`config.mk`:
```
export PLATFORM = sky130hd
export DESIGN_NAME = led_serial_dec
export DESIGN_NICKNAME = d
export VERILOG_FILES = /design/src/rtl/led_serial_dec.sv
export SDC_FILE = /design/constraint.sdc
export NUM_CORES = 1
export LEC_CHECK = 0
export BUFFER_PORTS_ARGS = -buffer_cell sky130_fd_sc_hd__buf_4
export CORE_UTILIZATION = 49
export DETAILED_ROUTE_END_ITERATION = 10
export PLACE_DENSITY_LB_ADDON = 0.3
export SLEW_MARGIN = 25
export SYNTH_ARGS = -nofsm -noshare
export SYNTH_HDL_FRONTEND = slang
export SYNTH_SLANG_ARGS = --single-unit
export TNS_END_PERCENT = 100
```
`constraint.sdc`:
```
create_clock -name clk -period 3.91 [get_ports clk]
set_input_delay 0.1955 -clock clk [delete_from_list [all_inputs] [get_ports clk]]
set_output_delay 0.1955 -clock clk [all_outputs]
set_load 0.01 [all_outputs]
```
`src/rtl/led_serial_dec.sv`:
```
// Nibble-serial LED-128 decryption core: inverse of led_serial with the same start/done handshake.
// Each inverse round runs 4 InvMixColumnsSerial cycles, 1 InvShiftRows cycle and 16 InvSubCells/constant cycles.
module led_serial_dec #(
  parameter int unsigned ROUNDS  = 48,
  parameter int unsigned RND_CYC = 21
) (
  input  logic         clk,
  input  logic         reset,
  input  logic         start,
  input  logic [127:0] keyi,
  input  logic [63:0]  datai,
  output logic [63:0]  dataq,
  output logic         done,
  output logic         busy
);

  localparam int unsigned STEPS   = ROUNDS / 4;
  localparam int unsigned IMC_CYC = 4;
  localparam int unsigned ISB_CYC = RND_CYC - IMC_CYC - 1;

  localparam logic [3:0] STEP_LAST = 4'(STEPS - 1);
  localparam logic [3:0] IMC_LAST  = 4'(IMC_CYC - 1);
  localparam logic [3:0] ISB_LAST  = 4'(ISB_CYC - 1);
  localparam logic [1:0] RND_LAST  = 2'd3;
  localparam logic [5:0] RC_INIT   = 6'h04;

  typedef enum logic [2:0] {
    S_IDLE,
    S_IMC,
    S_ISR,
    S_ISB,
    S_AK,
    S_FIN
  } fsm_t;

  fsm_t         fsm,   fsm_d;
  logic [63:0]  blk,   blk_d;
  logic [127:0] key,   key_d;
  logic [5:0]   rc,    rc_d;
  logic [3:0]   step,  step_d;
  logic [1:0]   rnd,   rnd_d;
  logic [3:0]   cnt,   cnt_d;
  logic [63:0]  dataq_d;
  logic         done_d;
  logic         busy_d;

  // Nibble idx (raster order) lives at bits [63-4*idx -: 4]; ~idx*4 is its shift from the LSB.
  function automatic logic [3:0] nib_get(input logic [63:0] s, input logic [3:0] idx);
    return 4'(s >> {~idx, 2'b00});
  endfunction

  function automatic logic [63:0] nib_set(input logic [63:0] s, input logic [3:0] idx,
                                          input logic [3:0] n);
    logic [5:0] sh;
    sh = {~idx, 2'b00};
    return (s & ~(64'hF << sh)) | ({60'd0, n} << sh);
  endfunction

  // GF(2^4) multiply by x, reduction polynomial x^4+x+1
  function automatic logic [3:0] gf_x(input logic [3:0] a);
    return {a[2:0], 1'b0} ^ {2'b00, a[3], a[3]};
  endfunction

  // Multiply by 0xD = x^3+x^2+1, the inverse of 4
  function automatic logic [3:0] gf_d(input logic [3:0] a);
    logic [3:0] a2;
    logic [3:0] a4;
    logic [3:0] a8;
    a2 = gf_x(a);
    a4 = gf_x(a2);
    a8 = gf_x(a4);
    return a8 ^ a4 ^ a;
  endfunction

  function automatic logic [3:0] inv_sbox(input logic [3:0] x);
    logic [3:0] y;
    case (x)
      4'h0: y = 4'h5;
      4'h1: y = 4'hE;
      4'h2: y = 4'hF;
      4'h3: y = 4'h8;
      4'h4: y = 4'hC;
      4'h5: y = 4'h1;
      4'h6: y = 4'h2;
      4'h7: y = 4'hD;
      4'h8: y = 4'hB;
      4'h9: y = 4'h4;
      4'hA: y = 4'h6;
      4'hB: y = 4'h3;
      4'hC: y = 4'h0;
      4'hD: y = 4'h7;
      4'hE: y = 4'h9;
      default: y = 4'hA;
    endcase
    return y;
  endfunction

  // Round constant for nibble idx: fixed key-size column plus the rc column
  function automatic logic [3:0] rc_const(input logic [3:0] idx, input logic [5:0] r);
    logic [3:0] k;
    k = 4'h0;
    if (idx[1:0] == 2'd0) begin
      case (idx[3:2])
        2'd0:    k = 4'h8;
        2'd1:    k = 4'h9;
        2'd2:    k = 4'h2;
        default: k = 4'h3;
      endcase
    end else if (idx[1:0] == 2'd1) begin
      k = idx[2] ? {1'b0, r[2:0]} : {1'b0, r[5:3]};
    end
    return k;
  endfunction

  // One application of A^-1 to every column in parallel
  function automatic logic [63:0] inv_mix(input logic [63:0] s);
    logic [63:0] res;
    logic [3:0]  n0, n1, n2, n3;
    res = s;
    for (int c = 0; c < 4; c++) begin
      n0  = nib_get(s, 4'(c));
      n1  = nib_get(s, 4'(4 + c));
      n2  = nib_get(s, 4'(8 + c));
      n3  = nib_get(s, 4'(12 + c));
      res = nib_set(res, 4'(c),      gf_d(n0 ^ n3 ^ gf_x(n1) ^ gf_x(n2)));
      res = nib_set(res, 4'(4 + c),  n0);
      res = nib_set(res, 4'(8 + c),  n1);
      res = nib_set(res, 4'(12 + c), n2);
    end
    return res;
  endfunction

  // Row r rotated right by r nibbles
  function automatic logic [63:0] inv_shift(input logic [63:0] s);
    logic [63:0] res;
    res = s;
    for (int r = 0; r < 4; r++) begin
      for (int c = 0; c < 4; c++) begin
        res = nib_set(res, 4'(4 * r + c), nib_get(s, 4'(4 * r + ((c + 4 - r) % 4))));
      end
    end
    return res;
  endfunction

  function automatic logic [5:0] rc_prev(input logic [5:0] r);
    return {r[0] ^ r[5] ^ 1'b1, r[5:1]};
  endfunction

  // State register and datapath registers
  always_ff @(posedge clk) begin
    if (reset) begin
      fsm   <= S_IDLE;
      blk   <= '0;
      key   <= '0;
      rc    <= '0;
      step  <= '0;
      rnd   <= '0;
      cnt   <= '0;
      dataq <= '0;
      done  <= 1'b0;
      busy  <= 1'b0;
    end else begin
      fsm   <= fsm_d;
      blk   <= blk_d;
      key   <= key_d;
      rc    <= rc_d;
      step  <= step_d;
      rnd   <= rnd_d;
      cnt   <= cnt_d;
      dataq <= dataq_d;
      done  <= done_d;
      busy  <= busy_d;
    end
  end

  // Next-state and datapath sequencing
  always_comb begin
    fsm_d   = fsm;
    blk_d   = blk;
    key_d   = key;
    rc_d    = rc;
    step_d  = step;
    rnd_d   = rnd;
    cnt_d   = cnt;
    dataq_d = dataq;
    done_d  = done;
    busy_d  = busy;

    case (fsm)
      S_IDLE: begin
        if (start) begin
          blk_d  = datai ^ keyi[127:64];
          key_d  = keyi;
          rc_d   = RC_INIT;
          step_d = STEP_LAST;
          rnd_d  = 2'd0;
          cnt_d  = 4'd0;
          done_d = 1'b0;
          busy_d = 1'b1;
          fsm_d  = S_IMC;
        end
      end

      S_IMC: begin
        blk_d = inv_mix(blk);
        cnt_d = cnt + 4'd1;
        if (cnt == IMC_LAST) begin
          cnt_d = 4'd0;
          fsm_d = S_ISR;
        end
      end

      S_ISR: begin
        blk_d = inv_shift(blk);
        cnt_d = 4'd0;
        fsm_d = S_ISB;
      end

      S_ISB: begin
        blk_d = nib_set(blk, cnt, inv_sbox(nib_get(blk, cnt)) ^ rc_const(cnt, rc));
        cnt_d = cnt + 4'd1;
        if (cnt == ISB_LAST) begin
          cnt_d = 4'd0;
          rc_d  = rc_prev(rc);
          if (rnd != RND_LAST) begin
            rnd_d = rnd + 2'd1;
            fsm_d = S_IMC;
          end else begin
            fsm_d = S_AK;
          end
        end
      end

      S_AK: begin
        blk_d = blk ^ (step[0] ? key[63:0] : key[127:64]);
        if (step == 4'd0) begin
          fsm_d = S_FIN;
        end else begin
          step_d = step - 4'd1;
          rnd_d  = 2'd0;
          fsm_d  = S_IMC;
        end
      end

      // Output stage: publish the plaintext one cycle after the last key addition
      S_FIN: begin
        dataq_d = blk;
        done_d  = 1'b1;
        busy_d  = 1'b0;
        fsm_d   = S_IDLE;
      end

      default: begin
        fsm_d = S_IDLE;
      end
    endcase
  end

endmodule

```
* Word-level counts from Yosys, hierarchy flattened
Memories as Yosys holds them, arrays and structs flattened.
Index checks and enable logic that the tools add are counted.
** Storage, ports and cells
- Logic and storage cells :: 166
- Memories kept :: 1
- ROM bits :: 64
- Bits in writable memories :: 0
- Latch bits :: 0
- Input bits :: 195
- Register bits :: 277
** Operators by class
- $lt $le $gt $ge :: 0
- Muxes and demuxes :: 34
- Bitwise gates (word level) :: 81
- Add/subtract/negate cells :: 3
- Reduce and logical (&&, ||, !) cells :: 18
- $mul :: 0
- Equal/unequal tests :: 16
- Div/mod/pow operators :: 0
- Shift-type cells :: 3
** Memory list
- (no name shown) :: words 16, bits a word 4, rd ports 1, clocked after Yosys merged registers in 0, wr ports 0, RTL line 77 : case (x)
** Operators with widths (number)
- one-hot mux 64 bit (5 select lines) :: 1
- 2-to-1 mux 64 bit :: 2
- OR 60 x 64 -> 64 bit :: 2
- OR 64 x 12 -> 64 bit :: 2
- OR 64 x 16 -> 64 bit :: 2
- OR 64 x 20 -> 64 bit :: 2
- OR 64 x 24 -> 64 bit :: 2
- OR 64 x 28 -> 64 bit :: 2
- OR 64 x 32 -> 64 bit :: 2
- OR 64 x 36 -> 64 bit :: 2
- OR 64 x 4 -> 64 bit :: 2
- OR 64 x 40 -> 64 bit :: 2
- OR 64 x 44 -> 64 bit :: 2
- OR 64 x 48 -> 64 bit :: 2
- OR 64 x 52 -> 64 bit :: 2
- OR 64 x 56 -> 64 bit :: 2
- OR 64 x 60 -> 64 bit :: 2
- OR 64 x 8 -> 64 bit :: 2
- bitwise XOR 64 bit :: 2
- bitwise XOR 4 bit :: 21
- bitwise XOR 4 x 2 -> 4 bit :: 20
- bitwise AND 64 bit :: 1
- inverter 64 bit :: 1
- OR 64 bit :: 1
- other kinds (39) :: 74

* Logic depth before layout (Yosys ltp)
Gate-level depths: netlist of the first run.
- Depth in word-level cells :: 25
- Depth in mapped cells :: 15
- Depth with buffers taken out :: 11

* Least setup slack after synthesis of the first run
Ideal clock, no wire load.
- Kind :: register to register
- Start point :: register cnt[0]
- End point :: register blk[4]
- Path slack :: 0.715 ns
- Data required time :: 3.774 ns
- Buffers on the path :: 3
- Setup time :: 0.136 ns
- Arrival :: 3.059 ns
- Cell stages (with the launch flop) :: 13
- Path through :: dfxtp_1 buf_2 buf_2 mux4_2 a22oi_1 nand2_1 inv_1 ha_1 xnor2_1 mux2i_1 xor2_1 buf_2 o221ai_1
** On the way
- Longest elaborated chain between the ends :: 8
- Elaborated cells between the ends (all ways) :: 16
** RTL lines
- from (decl) :: RTL line 42 : logic [3:0] cnt, cnt_d;
- from (signal assigned) :: RTL line 169 : cnt <= cnt_d;
- inverter 4 bit or equality test 2 x 1 -> 1 bit (tied branches) :: RTL line 49, 55, 109
- >> shifter 64 x 6 -> 4 bit or 2-to-1 mux 4 bit (tied branches) :: RTL line 49, 109
- memory read (16 x 4 bit) or 2-to-1 mux 4 bit (tied branches)
- 2-to-1 mux 4 bit :: RTL line 189 : case (fsm)
- bitwise XOR 4 bit :: RTL line 220 : blk_d = nib_set(blk, cnt, inv_sbox(nib_get(blk, cnt)) ^ rc_const(cnt, rc));
- left shift 4 x 6 -> 64 bit :: RTL line 56 : return (s & ~(64'hF << sh)) | ({60'd0, n} << sh);
- OR 64 bit * :: RTL line 56
- one-hot mux 64 bit (5 select lines) * :: RTL line 189
- to (signal assigned) :: RTL line 164 : blk <= blk_d;
- to (decl) :: RTL line 37 : logic [63:0] blk, blk_d;
Every way passes the cells marked *; elsewhere a longest branch is shown, timed or not. The select of a mux whose other input is x is not followed.
A chain may end at the register's enable or synchronous reset.

* Final worst setup path of the first run
- Start point :: register cnt[2]
- End point :: register blk[39]
** On the way
- Longest elaborated chain between the ends :: 8
- Elaborated cells between the ends (all ways) :: 17
** RTL lines (RTL line)
- inverter 4 bit, or another cell as far along :: 49, 55
- >> shifter 64 x 6 -> 4 bit or one-hot mux 4 bit (3 select lines) (tied branches) :: 49, 103
- memory read (16 x 4 bit) or 2-to-1 mux 4 bit (tied branches)
- 2-to-1 mux 4 bit :: 189
- bitwise XOR 4 bit :: 220
- left shift 4 x 6 -> 64 bit :: 56
- OR 64 bit * :: 56
- one-hot mux 64 bit (5 select lines) * :: 189
Marks and branches as above.

==> flow_summary.yaml, run 1 <==
floorplan:
  dieWidth_um: 182
  die_area_mm2: 0.0331
  rows: 65
  coreArea_mm2: 0.0317
  start_util_pct: 50.0
  die_h_um: 182
  pin_count: 261
timing:
  min_period_ps: 3760
  slew_violations: 0
  finalHoldViolCount: 0
  worst_pin_slew_ps: 1010
  fmax_mhz: 266
  fin_crit_sh_pct: 96.1
  fin_ws_ps: 151
  fin_setup_tns_ps: 0
  timing.slew.headroom_pct: 32.6
  skew_ps: 19.1
  setup_viol: 0
  rsz0062_at_grt: "false"
grt:
  gr-usage-all-layers_pct: 40.2
  grt_first_pass_wirelength_mm: 101
  grt_antenna_before_repair: 1
  grt_max_degree: 102
  grt_pass1_vias: 16800
  grt_overflow: 0
detailed_routing:
  drc: 0
  via_per_inst: 6.10
  wirelength_mm: 67.9
  drtIter0Drc: 2157
  antenna_left: 0
  wire_per_inst_um: 23.9
  vias: 17300
  drt-pass1-iter-count: 6
placed_design:
  numPortBuffers: 260
  place_congestion: 1.06
  post-dp-hpwl_mm: 48.4
  place_ws_ps: 277
cells_and_area:
  final_common_cell: "nand2_1"
  final_layout_size_suffix_gt1_share_pct: 19.2
  synthToLayoutAreaGrowth_pct: 31.0
  antenna_cells: 0
  layout_common_cells: "nand2_1, buf_4, a21oi_1"
  fillers: 2697
  nets: 2625
clock_network:
  root_buffer: "clkbuf_16"
  cts_setup_buffers: 0
  cts_buffers: 30
  htreeDepth: 1
  clk_pin_slew_ps: 70
  cts_resized: 0
  cts.sinks: 277
  ctsLongestPathBuffers: 3
  cts_tree: "yes"
  clk_latency_ps: 580
  cts.hold.buffers_added: 128
worst_setup_path:
  critPathKind: "reg2reg"
  required_ps: 4340
  crit_fanout: 19
  r2r-start: "cnt[2]"
  start_kind: "flip-flop"
  arrival_ps: 4190
  crit_path_end_kind: "flip-flop"
  startpoint: "cnt[2]"
logic_synthesis:
  synthesis.nets: 2289
  ys_seq_area_share_pct: 35.0
  synth_ff_type: "dfxtp_1"
  yosysUniqueCellTypes: 69
  netlist_instances: 2081
  ys_ff_latch: 277
  ys_warn_count: 0
  synth_area_per_cell_um2: 7.62
  async_reset_ff_share_pct: 0
  syn_area_mm2: 0.0159
  synth-edff-count: 0
flow_run:
  maxCapViolCount: 0
run_status:
  status: "completed"
power:
  finalPower_mw: 10.6
  powerDensity_mw_per_mm2: 509
  leakage_nw: 8.04
  vdd.ir_drop.worst_uv: 420
min_path:
  min-delay-start: "reset"
  hold_path.class: "in2reg"
[worst max-delay path: stages (launching register included)]
cell,delay [ps]
dfxtp_1,890
buf_4,290
buf_4,150
mux2i_1,70
a221oi_1,440
a22o_1,310
mux2i_1,400
mux2i_4,180
xnor2_1,660
o221ai_1,200
[per-layer routing]
metal,vias up,GRT usage (%),routed length [um]
met5,-,0,0
met4,0,18.6,3430
met3,222,12.0,9150
met2,1191,60.6,28900
met1,8077,52.8,26400
li1,7838,-,-
[power by group]
part	switching [mW]	leakage [nW]	internal [mW]
Combinational	2.55	5.29	1.69
Clock	1.21	0.484	1.65
Sequential	0.366	2.27	3.10
Total	4.13	8.04	6.45
[area by class of cell]
| class | count | area, um2 | area share, % |
|---|---|---|---|
| Tap cell | 402 | 503 | 2.42 |
| Multi-Input combinational cell | 1577 | 9430 | 45.4 |
| Timing Repair Buffer | 500 | 4190 | 20.2 |
| Inverter | 31 | 116 | 0.560 |
| Clock buffer | 43 | 860 | 4.14 |
| Clock inverter | 11 | 126 | 0.608 |
| Sequential cell | 277 | 5550 | 26.7 |
[cells in the mapped netlist (5+ instances only)]
library cell	n	area, um2
nand2_1	505	1900
a21oi_1	327	1640
dfxtp_1	277	5550
clkbuf_1	164	616
xnor2_1	124	1090
mux2i_1	77	771
o21ai_0	69	345
xor2_1	57	499
nor2_1	44	165
o22ai_1	43	269
a2bb2oi_1	32	280
inv_1	30	113
a22oi_1	23	173
o21ai_1	23	115
nand3_1	22	110
a211oi_1	21	158
nand2b_1	18	113
buf_1	16	60.1
mux4_2	14	315
ha_1	13	163
o221ai_1	13	114
nor3_1	11	55.1
o21a_1	11	82.6
o21ai_2	11	96.3
buf_2	10	50.1
a221oi_1	9	78.8
a31oi_1	9	56.3
and2_1	8	50.1
nor2b_1	8	50.1
a311oi_1	7	61.3
mux2_2	6	67.6
nand4_1	6	37.5
o211ai_1	6	45.0
a21boi_0	5	37.5
o31ai_1	5	37.5
or3_1	5	31.3
[flip-flops by register name, indices dropped and copies added (netlist names)]
name and flops:
busy 1, cnt 4, fsm 3, key 128
blk 64, dataq 64, rc 6, step 4
done 1, rnd 2
[cell families after synthesis]
| group | count (synthesis) | share of synthesized area (%) |
|---|---|---|
| mux | 98 | 7.42 |
| flops | 277 | 35.0 |
| compound gates | 635 | 23.8 |
| simple gates | 648 | 16.8 |
| fa+ha+maj | 13 | 1.03 |
| buf+inv | 227 | 5.67 |
| xor+xnor | 183 | 10.2 |
[path summary, 6_finish.rpt]
check / end / slack, ps / cells past startpoint
worst max-delay path: blk[39] / 150 / 9
worst min-delay path: key[17] / 60 / 2
worst max register to register: blk[39] / 150 / 9
worst min register to register: key[36] / 450 / 2
[per-stage QoR]
| step | instance area, um2 | hold WS (ps) | cells | util [%] |
|---|---|---|---|---|
| finish | 20800 | 58.9 | 2841 | 65.5 |
| global route | 20800 | 86.4 | 2841 | 65.5 |
| CTS | 20800 | 41.6 | 2841 | 65.5 |
| detailed placement | 18500 | 446 | 2659 | 58.3 |
| global placement | 18500 | 442 | 2659 | 58.3 |
| floorplan | 15900 | 331 | 2081 | - |
Note: power is estimated with default switching activity, not from simulation.
==> inputs of run 2 (changes only) <==
MAX_ROUTING_LAYER = met4   (was not set)
==> flow_summary.yaml, run 2 (synthesized netlist as in run 1, its figures left out) <==
worst_setup_path:
  required_ps: 4310
  critPathKind: "reg2reg"
  r2r-start: "cnt[1]"
  arrival_ps: 4130
  r2r-end: "blk[47]"
  startpoint: "cnt[1]"
  crit_path_end_kind: "flip-flop"
  r2r_cells: 8
  crit_fanout: 15
  r2r_slack_ps: 180
  start_kind: "flip-flop"
  crit_path_end: "blk[47]"
placed_design:
  post-dp-hpwl_mm: 48.6
  place_congestion: 1.09
  numPortBuffers: 260
clock_network:
  htreeDepth: 1
  clk_latency_ps: 570
  cts_tree: "yes"
  cts_setup_buffers: 0
  cts_resized: 0
  root_buffer: "clkbuf_16"
  ctsLongestPathBuffers: 3
  cts_buffers: 29
  clk_pin_slew_ps: 60
  cts.sinks: 277
  cts.hold.buffers_added: 128
grt:
  grt_first_pass_wirelength_mm: 101
  grt_max_degree: 91
  grt_antenna_before_repair: 0
  gr-usage-all-layers_pct: 42.0
  grt_overflow: 0
  grt_pass1_vias: 16500
detailed_routing:
  wire_per_inst_um: 24.3
  antenna_left: 0
  drc: 0
  drtIter0Drc: 1980
  via_per_inst: 6.12
  vias: 17300
  drt-pass1-iter-count: 7
  wirelength_mm: 68.9
timing:
  rsz0062_at_grt: "false"
  setup_viol: 0
  skew_ps: 15.0
  fin_setup_tns_ps: 0
  fin_crit_sh_pct: 95.4
  finalHoldViolCount: 0
  worst_pin_slew_ps: 1040
  timing.slew.headroom_pct: 30.5
  fmax_mhz: 268
  min_period_ps: 3730
  slew_violations: 0
run_status:
  status: "completed"
cells_and_area:
  fillers: 2704
  nets: 2617
  reg_top3: "key x128, blk x64, dataq x64"
  final_layout_size_suffix_gt1_share_pct: 19.0
  top_register: "key"
  final_common_cell: "nand2_1"
  largest_reg_flops: 128
  layout_common_cells: "nand2_1, buf_4, a21oi_1"
  synthToLayoutAreaGrowth_pct: 30.5
  final_core_util_pct: 65.3
floorplan:
  rows: 65
  pin_count: 261
  start_util_pct: 50.0
  die_area_mm2: 0.0331
  die_h_um: 182
  coreArea_mm2: 0.0317
  dieWidth_um: 182
power:
  vdd.ir_drop.worst_uv: 364
  powerDensity_mw_per_mm2: 510
  leakage_nw: 8.00
min_path:
  hold_path.class: "in2reg"
  hold_depth: 2
flow_run:
  maxCapViolCount: 0
run 2: layout make-up:
class / count / area, um2 / area share [%]
diodes: 1 / 2.50 / 0.0121
clock buffers: 39 / 833 / 4.03
clock inverters: 10 / 129 / 0.623
inverters: 31 / 116 / 0.562
multi-input cells: 1577 / 9430 / 45.5
flip-flops and latches: 277 / 5550 / 26.8
well taps: 402 / 503 / 2.43
repair buffers: 493 / 4140 / 20.0
run 2: worst min-delay path by stage:
stage,startpoint,end
after CTS,reset,cnt[1]
after global routing,datai[22],blk[22]
after detailed placement,key[122],key[122]
after global placement,key[90],key[90]
final,reset,cnt[1]
after floorplan,keyi[116],key[116]
run 2: worst max-delay path: stages (launching register included):
cell and delay [ps]:
dfxtp_1 810, buf_4 320, and2_1 400, a221oi_1 200, a22o_1 310, mux2i_1 330
mux2i_4 180, xnor2_1 790, o221ai_1 200
run 2: per-stage QoR:
step	instances	cell area, um2	hold slack [ps]	setup slack [ps]	total power [mW]
2_1_floorplan	2081	15900	331	715	5.87
3_3_place_gp	2652	18500	441	479	7.42
3_5_place_dp	2652	18500	446	406	7.44
4_1_cts	2829	20700	59.9	403	10.4
5_1_grt	2829	20700	77.6	76.9	10.8
6_report	2830	20700	64.6	179	10.6
run 2: power by group:
part / switching [mW] / internal (mW)
logic: 2.53 / 1.67
clock network: 1.17 / 1.67
registers: 0.406 / 3.10
total: 4.11 / 6.45
run 2: routing by layer:
metal / global-route usage [%] / vias up / share of wire (%)
met2: 63.7 / 1035 / 44
met3: 10.3 / 227 / 11
met5: - / - / 0
met4: 16.7 / 0 / 4.6
met1: 53.6 / 8239 / 40
li1: - / 7826 / -
